[src/rtl/fb_scanout_if.sv]
// rtl/fb_scanout_if.sv - framebuffer read, buffer swap and video output bundle
interface fb_scanout_if #(
  parameter int FB_WIDTH  = 400,
  parameter int FB_HEIGHT = 240
);
  localparam int XW = $clog2(FB_WIDTH) + 1;
  localparam int YW = $clog2(FB_HEIGHT) + 1;

  logic [XW-1:0] fb_rd_x;
  logic [YW-1:0] fb_rd_y;
  logic          fb_rd_buffer;
  logic          fb_rd_en;
  logic [15:0]   fb_rd_data;
  logic          ctrl_swap;
  logic          swap_pending;
  logic          front_buffer;
  logic          swap_done;
  logic [4:0]    vid_r;
  logic [4:0]    vid_g;
  logic [4:0]    vid_b;
  logic          vid_hsync;
  logic          vid_vsync;
  logic          vid_de;

  modport master (
    output fb_rd_x, fb_rd_y, fb_rd_buffer, fb_rd_en,
    input  fb_rd_data, ctrl_swap,
    output swap_pending, front_buffer, swap_done,
    output vid_r, vid_g, vid_b, vid_hsync, vid_vsync, vid_de
  );

  modport slave (
    input  fb_rd_x, fb_rd_y, fb_rd_buffer, fb_rd_en,
    output fb_rd_data, ctrl_swap,
    input  swap_pending, front_buffer, swap_done,
    input  vid_r, vid_g, vid_b, vid_hsync, vid_vsync, vid_de
  );
endinterface

[src/rtl/fb_scanout.sv]
// rtl/fb_scanout.sv - 2x upscaling framebuffer scanout with frame-synchronous double-buffer swap
module fb_scanout #(
  parameter int FB_WIDTH  = 400,
  parameter int FB_HEIGHT = 240,
  parameter int H_ACTIVE  = 800,
  parameter int H_FRONT   = 40,
  parameter int H_SYNC    = 48,
  parameter int H_BACK    = 40,
  parameter int V_ACTIVE  = 480,
  parameter int V_FRONT   = 13,
  parameter int V_SYNC    = 3,
  parameter int V_BACK    = 29
) (
  input  logic        clk,
  input  logic        reset_n,
  fb_scanout_if.master bus
);
  localparam int XW      = $clog2(FB_WIDTH) + 1;
  localparam int YW      = $clog2(FB_HEIGHT) + 1;
  localparam int H_TOTAL = H_ACTIVE + H_FRONT + H_SYNC + H_BACK;
  localparam int V_TOTAL = V_ACTIVE + V_FRONT + V_SYNC + V_BACK;
  localparam int HW      = $clog2(H_TOTAL);
  localparam int VW      = $clog2(V_TOTAL);

  localparam logic [HW-1:0] H_LAST = HW'(H_TOTAL - 1);
  localparam logic [HW-1:0] H_ACT  = HW'(H_ACTIVE);
  localparam logic [HW-1:0] HS_BEG = HW'(H_ACTIVE + H_FRONT);
  localparam logic [HW-1:0] HS_END = HW'(H_ACTIVE + H_FRONT + H_SYNC);
  localparam logic [VW-1:0] V_LAST = VW'(V_TOTAL - 1);
  localparam logic [VW-1:0] V_ACT  = VW'(V_ACTIVE);
  localparam logic [VW-1:0] VS_BEG = VW'(V_ACTIVE + V_FRONT);
  localparam logic [VW-1:0] VS_END = VW'(V_ACTIVE + V_FRONT + V_SYNC);

  typedef enum logic {S_IDLE, S_PENDING} swap_state_t;

  logic [HW-1:0] h_cnt;
  logic [VW-1:0] v_cnt;
  logic          active;
  logic          frame_end;
  logic          vid_de;
  logic          vid_hsync;
  logic          vid_vsync;
  logic          swap_prev;
  logic          swap_edge;
  logic          front_buffer;
  logic          swap_done;
  logic          toggle;
  swap_state_t   state;
  swap_state_t   state_nxt;

  assign active    = (h_cnt < H_ACT) && (v_cnt < V_ACT);
  assign frame_end = (h_cnt == H_LAST) && (v_cnt == V_LAST);
  assign swap_edge = bus.ctrl_swap && !swap_prev;

  always_ff @(posedge clk) begin
    if (!reset_n) begin
      h_cnt <= '0;
      v_cnt <= '0;
    end else if (h_cnt == H_LAST) begin
      h_cnt <= '0;
      v_cnt <= (v_cnt == V_LAST) ? '0 : v_cnt + 1'b1;
    end else begin
      h_cnt <= h_cnt + 1'b1;
    end
  end

  // Timing flags lag the address by one cycle so they line up with fb_rd_data.
  always_ff @(posedge clk) begin
    if (!reset_n) begin
      vid_de    <= 1'b0;
      vid_hsync <= 1'b1;
      vid_vsync <= 1'b1;
    end else begin
      vid_de    <= active;
      vid_hsync <= !((h_cnt >= HS_BEG) && (h_cnt < HS_END));
      vid_vsync <= !((v_cnt >= VS_BEG) && (v_cnt < VS_END));
    end
  end

  always_ff @(posedge clk) begin
    if (!reset_n) begin
      state        <= S_IDLE;
      swap_prev    <= 1'b0;
      front_buffer <= 1'b0;
      swap_done    <= 1'b0;
    end else begin
      state        <= state_nxt;
      swap_prev    <= bus.ctrl_swap;
      front_buffer <= front_buffer ^ toggle;
      swap_done    <= toggle;
    end
  end

  // A request landing on the boundary cycle itself is applied immediately.
  always_comb begin
    state_nxt = state;
    toggle    = 1'b0;
    case (state)
      S_IDLE: begin
        if (swap_edge) begin
          if (frame_end) toggle = 1'b1;
          else state_nxt = S_PENDING;
        end
      end
      S_PENDING: begin
        if (frame_end) begin
          toggle    = 1'b1;
          state_nxt = S_IDLE;
        end
      end
      default: state_nxt = S_IDLE;
    endcase
  end

  assign bus.fb_rd_en     = active;
  assign bus.fb_rd_x      = active ? XW'(h_cnt >> 1) : '0;
  assign bus.fb_rd_y      = active ? YW'(v_cnt >> 1) : '0;
  assign bus.fb_rd_buffer = front_buffer;
  assign bus.front_buffer = front_buffer;
  assign bus.swap_pending = (state == S_PENDING);
  assign bus.swap_done    = swap_done;
  assign bus.vid_de       = vid_de;
  assign bus.vid_hsync    = vid_hsync;
  assign bus.vid_vsync    = vid_vsync;
  assign bus.vid_r        = vid_de ? bus.fb_rd_data[15:11] : '0;
  assign bus.vid_g        = vid_de ? bus.fb_rd_data[10:6]  : '0;
  assign bus.vid_b        = vid_de ? bus.fb_rd_data[5:1]   : '0;
endmodule
[src/flat_wrapper.sv]
// flat-port wrapper written by rule: the top's interface ports become plain ports
module fb_scanout_flat 
#(
  parameter int FB_WIDTH  = 400,
  parameter int FB_HEIGHT = 240,
  parameter int H_ACTIVE  = 800,
  parameter int H_FRONT   = 40,
  parameter int H_SYNC    = 48,
  parameter int H_BACK    = 40,
  parameter int V_ACTIVE  = 480,
  parameter int V_FRONT   = 13,
  parameter int V_SYNC    = 3,
  parameter int V_BACK    = 29
)
  (clk, reset_n, bus_fb_rd_x, bus_fb_rd_y, bus_fb_rd_buffer, bus_fb_rd_en, bus_fb_rd_data, bus_ctrl_swap, bus_swap_pending, bus_front_buffer, bus_swap_done, bus_vid_r, bus_vid_g, bus_vid_b, bus_vid_hsync, bus_vid_vsync, bus_vid_de);
  fb_scanout_if #(.FB_WIDTH(FB_WIDTH), .FB_HEIGHT(FB_HEIGHT)) bus_i ();
  input  logic clk;
  input  logic reset_n;
  output wire logic [$bits(bus_i.fb_rd_x)-1:0] bus_fb_rd_x;
  output wire logic [$bits(bus_i.fb_rd_y)-1:0] bus_fb_rd_y;
  output wire logic [$bits(bus_i.fb_rd_buffer)-1:0] bus_fb_rd_buffer;
  output wire logic [$bits(bus_i.fb_rd_en)-1:0] bus_fb_rd_en;
  input wire logic [$bits(bus_i.fb_rd_data)-1:0] bus_fb_rd_data;
  input wire logic [$bits(bus_i.ctrl_swap)-1:0] bus_ctrl_swap;
  output wire logic [$bits(bus_i.swap_pending)-1:0] bus_swap_pending;
  output wire logic [$bits(bus_i.front_buffer)-1:0] bus_front_buffer;
  output wire logic [$bits(bus_i.swap_done)-1:0] bus_swap_done;
  output wire logic [$bits(bus_i.vid_r)-1:0] bus_vid_r;
  output wire logic [$bits(bus_i.vid_g)-1:0] bus_vid_g;
  output wire logic [$bits(bus_i.vid_b)-1:0] bus_vid_b;
  output wire logic [$bits(bus_i.vid_hsync)-1:0] bus_vid_hsync;
  output wire logic [$bits(bus_i.vid_vsync)-1:0] bus_vid_vsync;
  output wire logic [$bits(bus_i.vid_de)-1:0] bus_vid_de;
  assign bus_fb_rd_x = bus_i.fb_rd_x;
  assign bus_fb_rd_y = bus_i.fb_rd_y;
  assign bus_fb_rd_buffer = bus_i.fb_rd_buffer;
  assign bus_fb_rd_en = bus_i.fb_rd_en;
  assign bus_i.fb_rd_data = bus_fb_rd_data;
  assign bus_i.ctrl_swap = bus_ctrl_swap;
  assign bus_swap_pending = bus_i.swap_pending;
  assign bus_front_buffer = bus_i.front_buffer;
  assign bus_swap_done = bus_i.swap_done;
  assign bus_vid_r = bus_i.vid_r;
  assign bus_vid_g = bus_i.vid_g;
  assign bus_vid_b = bus_i.vid_b;
  assign bus_vid_hsync = bus_i.vid_hsync;
  assign bus_vid_vsync = bus_i.vid_vsync;
  assign bus_vid_de = bus_i.vid_de;
  fb_scanout #(.FB_WIDTH(FB_WIDTH), .FB_HEIGHT(FB_HEIGHT), .H_ACTIVE(H_ACTIVE), .H_FRONT(H_FRONT), .H_SYNC(H_SYNC), .H_BACK(H_BACK), .V_ACTIVE(V_ACTIVE), .V_FRONT(V_FRONT), .V_SYNC(V_SYNC), .V_BACK(V_BACK)) u_core (.clk(clk), .reset_n(reset_n), .bus(bus_i));
endmodule
[config.mk]
export PLATFORM = sky130hd
export DESIGN_NAME = fb_scanout_flat
export DESIGN_NICKNAME = d
export VERILOG_FILES = /design/src/rtl/fb_scanout_if.sv /design/src/rtl/fb_scanout.sv /design/src/flat_wrapper.sv
export SDC_FILE = /design/constraint.sdc
export NUM_CORES = 1
export LEC_CHECK = 0
export CAP_MARGIN = 20
export CORE_UTILIZATION = 35
export CTS_CLUSTER_SIZE = 30
export DETAILED_ROUTE_END_ITERATION = 16
export PLACE_DENSITY = 0.63
export SYNTH_ARGS = -nofsm -noshare
export SYNTH_HDL_FRONTEND = slang
export SYNTH_SLANG_ARGS = --single-unit
[constraint.sdc]
create_clock -name clk -period 3.9 [get_ports clk]
set_input_delay 0.975 -clock clk [delete_from_list [all_inputs] [get_ports clk]]
set_output_delay 0.975 -clock clk [all_outputs]
set_load 0.05 [all_outputs]
# Word level (Yosys, flattened, before mapping)
# Index checks and enable logic that the tools add are counted.
[word_totals] mem_count=0 latch_bits=0 regBits=27 input_bits=19 elab_cells=43 romBits=0 ram_bits=0 output_inout_bits=42
[classes] n_mux=12 multipliers=0 shifts=0 div_mod_pow=0 n_lt_le_gt_ge=6 bitwise_logic=3 eq_ne=2 n_reduce_logical=9 addsub=2
[ops] cell="10-bit by 1-bit adder with 10-bit output (second input constant)" count=2
[ops] cell="10-bit == test (second input constant)" count=2
[ops] cell="10-bit less-than comparator (second input constant)" count=2
[ops] cell="10-bit by 9-bit less-than comparator with 1-bit output (second input constant)" count=2
[ops] cell="9-bit two-way mux" count=2
[ops] cell="5-bit two-way mux" count=3
[ops] cell="10-bit >= comparator (second input constant)" count=1
[ops] cell="10-bit by 9-bit >= comparator with 1-bit output (second input constant)" count=1
[ops] cell="10-bit two-way mux" count=1
[ops] cell="1-bit logical AND" count=5
[ops] cell="1-bit two-way mux" count=4
[ops] cell="1-bit case mux with 2 select lines" count=2
[ops] cell="1-bit logical NOT" count=3
[ops] cell="1-bit inverter" count=2
[ops] cell="2-bit OR reduction" count=1
[ops] cell="1-bit bitwise XOR" count=1

# Depth between registers and ports, before layout
[depth] depth_word=6 depth_mapped=6 depth_no_buf=5

# Least setup slack after synthesis
# No wires, ideal clock.
[synth_path] path_kind="reg-to-output" start="register u_core.v_cnt[6]" end="output bus_fb_rd_x[6]" required_time_ns=2.925 arrival_time_ns=2.308 slack_ns=0.617 n_path_buf=1 stages_incl_launch_ff=5 cell_sequence="dfxtp_1 and3_1 and2_1 clkbuf_1 nor4_1"
[synth_via] elab_chain_len=3
[synth_rtl] element="from (decl)" line="fb_scanout.sv:37" source="logic [VW-1:0] v_cnt;"
[synth_rtl] element="from (signal assigned)" line="fb_scanout.sv:61" source="v_cnt <= (v_cnt == V_LAST) ? '0 : v_cnt + 1'b1;"
[synth_rtl] element="10-bit by 9-bit less-than comparator with 1-bit output" line="fb_scanout.sv:51" source="assign active = (h_cnt < H_ACT) && (v_cnt < V_ACT);"
[synth_rtl] element="1-bit logical AND" line="fb_scanout.sv:51"
[synth_rtl] element="9-bit two-way mux" line="fb_scanout.sv:116" source="assign bus.fb_rd_x = active ? XW'(h_cnt >> 1) : '0;"
[synth_rtl] element="to (decl)" line="flat_wrapper.sv:19" source="output wire logic [$bits(bus_i.fb_rd_x)-1:0] bus_fb_rd_x;"
# No other way between the ends.

# Worst setup path after layout
[layout_path] start="register u_core.v_cnt[6]" end="output bus_fb_rd_x[8]"
# The elaborated chain is that of the path after synthesis.

==> impl_metrics.py <==
metrics = {
    "worst_setup_path": {
        "end_kind": "primary output",
        "r2r_slack_ps": 2050,
        "rr_startpoint": "u_core.h_cnt[0]",
        "worstPathMaxFanout": 9,
        "crit_start": "u_core.v_cnt[6]",
        "crit_end": "bus_fb_rd_x[8]",
        "arrival_ps": 2610,
        "r2r-end": "u_core.v_cnt[4]",
        "r2r_cells": 5,
        "path_class": "flop to primary output",
        "start_kind": "flop",
        "required_ps": 2920,
    },
    "timing": {
        "worst_pin_slew_ps": 650,
        "setup_ws_ps": 311,
        "slew_headroom_pct": 56.4,
        "tns_ps": 0,
        "timing.final.hold_violations": 0,
        "maxSlewViolCount": 0,
        "fin_crit_sh_pct": 92.0,
        "setup_viol": 0,
        "fin_crit_ps": 3590,
        "rsz0062_at_grt": "no",
        "fin_worst_skew_ps": 7.67,
        "whs_ps": 456,
        "max_freq_mhz": 279,
    },
    "drt": {
        "vias_per_cell": 4.94,
        "totalWireLength_um": 3590,
        "ant_nets": 0,
        "drt_iter0_drc": 47,
        "route.vias.total": 1403,
        "drt_first_pass_iters": 4,
        "wl_per_cell_um": 12.6,
        "remaining_drc_errors": 0,
    },
    "place": {
        "dp_hpwl_um": 2650,
        "preCtsSetupSlack_ps": 553,
        "dp.cells": 280,
        "gp_congestion": 0.847,
        "place_area_um2": 2090,
        "io_buffers": 57,
    },
    "synth": {
        "synth_edf_count": 0,
        "yosys-top-cells-area": "dfxtp_1 35%, and2_1 14%, xnor2_1 5.2%",
        "yosys.area.top_type": "dfxtp_1",
        "synth-async-reset-ratio_pct": 0,
        "netlist_area_um2": 1530,
        "synth_commonest_cells": "33 x and2_1, 27 x dfxtp_1, 19 x nor2_1",
        "synth.distinct_cells": 37,
        "syn_area_per_cell_um2": 8.29,
        "synth_seq_area_share_pct": 35.4,
        "synth_seq_cells": 27,
        "synth_cells": 184,
        "yosysMostFrequentCell": "and2_1",
        "ys.flop_type": "dfxtp_1",
        "yosysWarnings": 0,
        "synth_top_area_share_pct": 35.4,
    },
    "final_layout": {
        "antennaDiodeCount": 0,
        "fin_cells": 284,
        "nets": 259,
        "num-fill-cells": 405,
        "utilization_pct": 52.2,
        "area_growth_pct": 39.8,
        "final_area_um2": 2130,
        "drive_gt1_share_pct": 3.85,
    },
    "grt": {
        "grt_pass1_wl_um": 5540,
        "grt_overflow": 0,
        "grt_antenna_before_repair": 0,
        "grt_usage_pct": 16.0,
        "grt_max_degree": 17,
        "grt_pass1_vias": 1176,
    },
    "clock_tree": {
        "worstSkewPairLatency_ps": 270,
        "htree_levels": 1,
        "cts_buffer_depth": 2,
        "clk_pin_slew_ps": 90,
        "clock_sinks": 27,
        "root_buffer": "clkbuf_8",
        "post_cts_resize_count": 0,
        "hold_buffers": 0,
        "post_cts_buffers": 0,
        "cts_tree": "built",
        "numCtsBuffers": 3,
    },
    "floorplanning": {
        "core_area_um2": 4090,
        "num_rows": 23,
        "die_h_um": 68.0,
        "die_w_um": 68.0,
        "ios": 61,
        "die-area_um2": 4630,
        "start_util_pct": 37.3,
    },
    "power_and_ir_drop": {
        "swShare_pct": 27.5,
        "combPwrFrac_pct": 18.7,
        "pwr-share-clk_pct": 29.0,
        "power.density_nw_per_um2": 255,
        "switching_power_mw": 0.150,
        "p_total_mw": 0.544,
        "internal-power_mw": 0.394,
        "ir_drop_uv": 143,
        "p_seq_share_pct": 52.3,
        "p_leak_nw": 0.739,
    },
    "outcome": {
        "status": "finished, final reports clean",
    },
    "job": {
        "max_cap_violations": 0,
    },
    "min_path": {
        "hold_class": "flop to flop",
        "hold_path.startpoint": "u_core.h_cnt[0]",
    },
}
worst min-delay path by stage:
stage	to	slack, ps	depth (start not counted)
global route	u_core.h_cnt[0]	480	1
floorplan	u_core.h_cnt[0]	420	1
finish	u_core.h_cnt[0]	460	1
detailed placement	u_core.h_cnt[0]	440	1
CTS	u_core.h_cnt[0]	460	1
global placement	u_core.h_cnt[0]	430	1
state kept, by name, indices dropped and copies added, names as in the netlist:
register and cells:
u_core.v_cnt 10, u_core.bus.vid_de 1, u_core.bus.swap_pending 1, u_core.bus.fb_rd_buffer 1, u_core.swap_prev 1, u_core.h_cnt 10
u_core.bus.swap_done 1, u_core.bus.vid_vsync 1, u_core.bus.vid_hsync 1
critical path, cell delays in order, from the launching register on:
cell	delay [ps]
dfxtp_1	360
and3_1	210
and2_1	230
nor3_2	380
buf_4	220
and2_1	130
clkdlybuf4s50_1	810
routing by layer:
metal	track usage (%)	part of all wire, %	vias to the layer above
li1	-	-	723
met4	4.69	0.53	0
met1	20.5	47	624
met3	2.67	9.3	2
met2	27.3	43	54
met5	0	0	-
power groups by stage:
stage | logic (mW) | registers, mW | clock network [mW]
global route | 0.108 | 0.286 | 0.173
CTS | 0.102 | 0.285 | 0.161
global placement | 0.102 | 0.291 | 0
detailed placement | 0.102 | 0.291 | 0
floorplan | 0.0592 | 0.294 | 0
finish | 0.102 | 0.285 | 0.158
layout make-up:
type	instances	area, µm²	area share [%]
flip-flops and latches	27	541	25.4
inverters	7	26.3	1.23
clock buffers	4	45.0	2.11
repair buffers	58	578	27.1
well taps	50	62.6	2.93
multi-input cells	138	880	41.3
placed cells by master, fill, tap and decap left out, drive strengths merged, types with 4 or more instances in the layout:
master / netlist / routed
a21oi: 5 / 5
nor3: 4 / 4
inv: 7 / 7
nor2: 19 / 19
nand2: 11 / 11
clkbuf: 5 / 4
xor2: 4 / 4
and2: 33 / 33
ha: 5 / 5
clkdlybuf4s50: 0 / 57
nor4: 9 / 9
nand3: 8 / 8
dfxtp: 27 / 27
xnor2: 9 / 9
nand4: 7 / 7
kinds of logic after synthesis:
family | share of synthesized area [%]
compound gates | 5.09
xor+xnor | 7.47
fa+ha+maj | 4.10
buf+inv | 7.14
flops | 35.4
other cells | 0.246
simple gates | 40.5
Note: power is estimated with default switching activity, not from simulation.
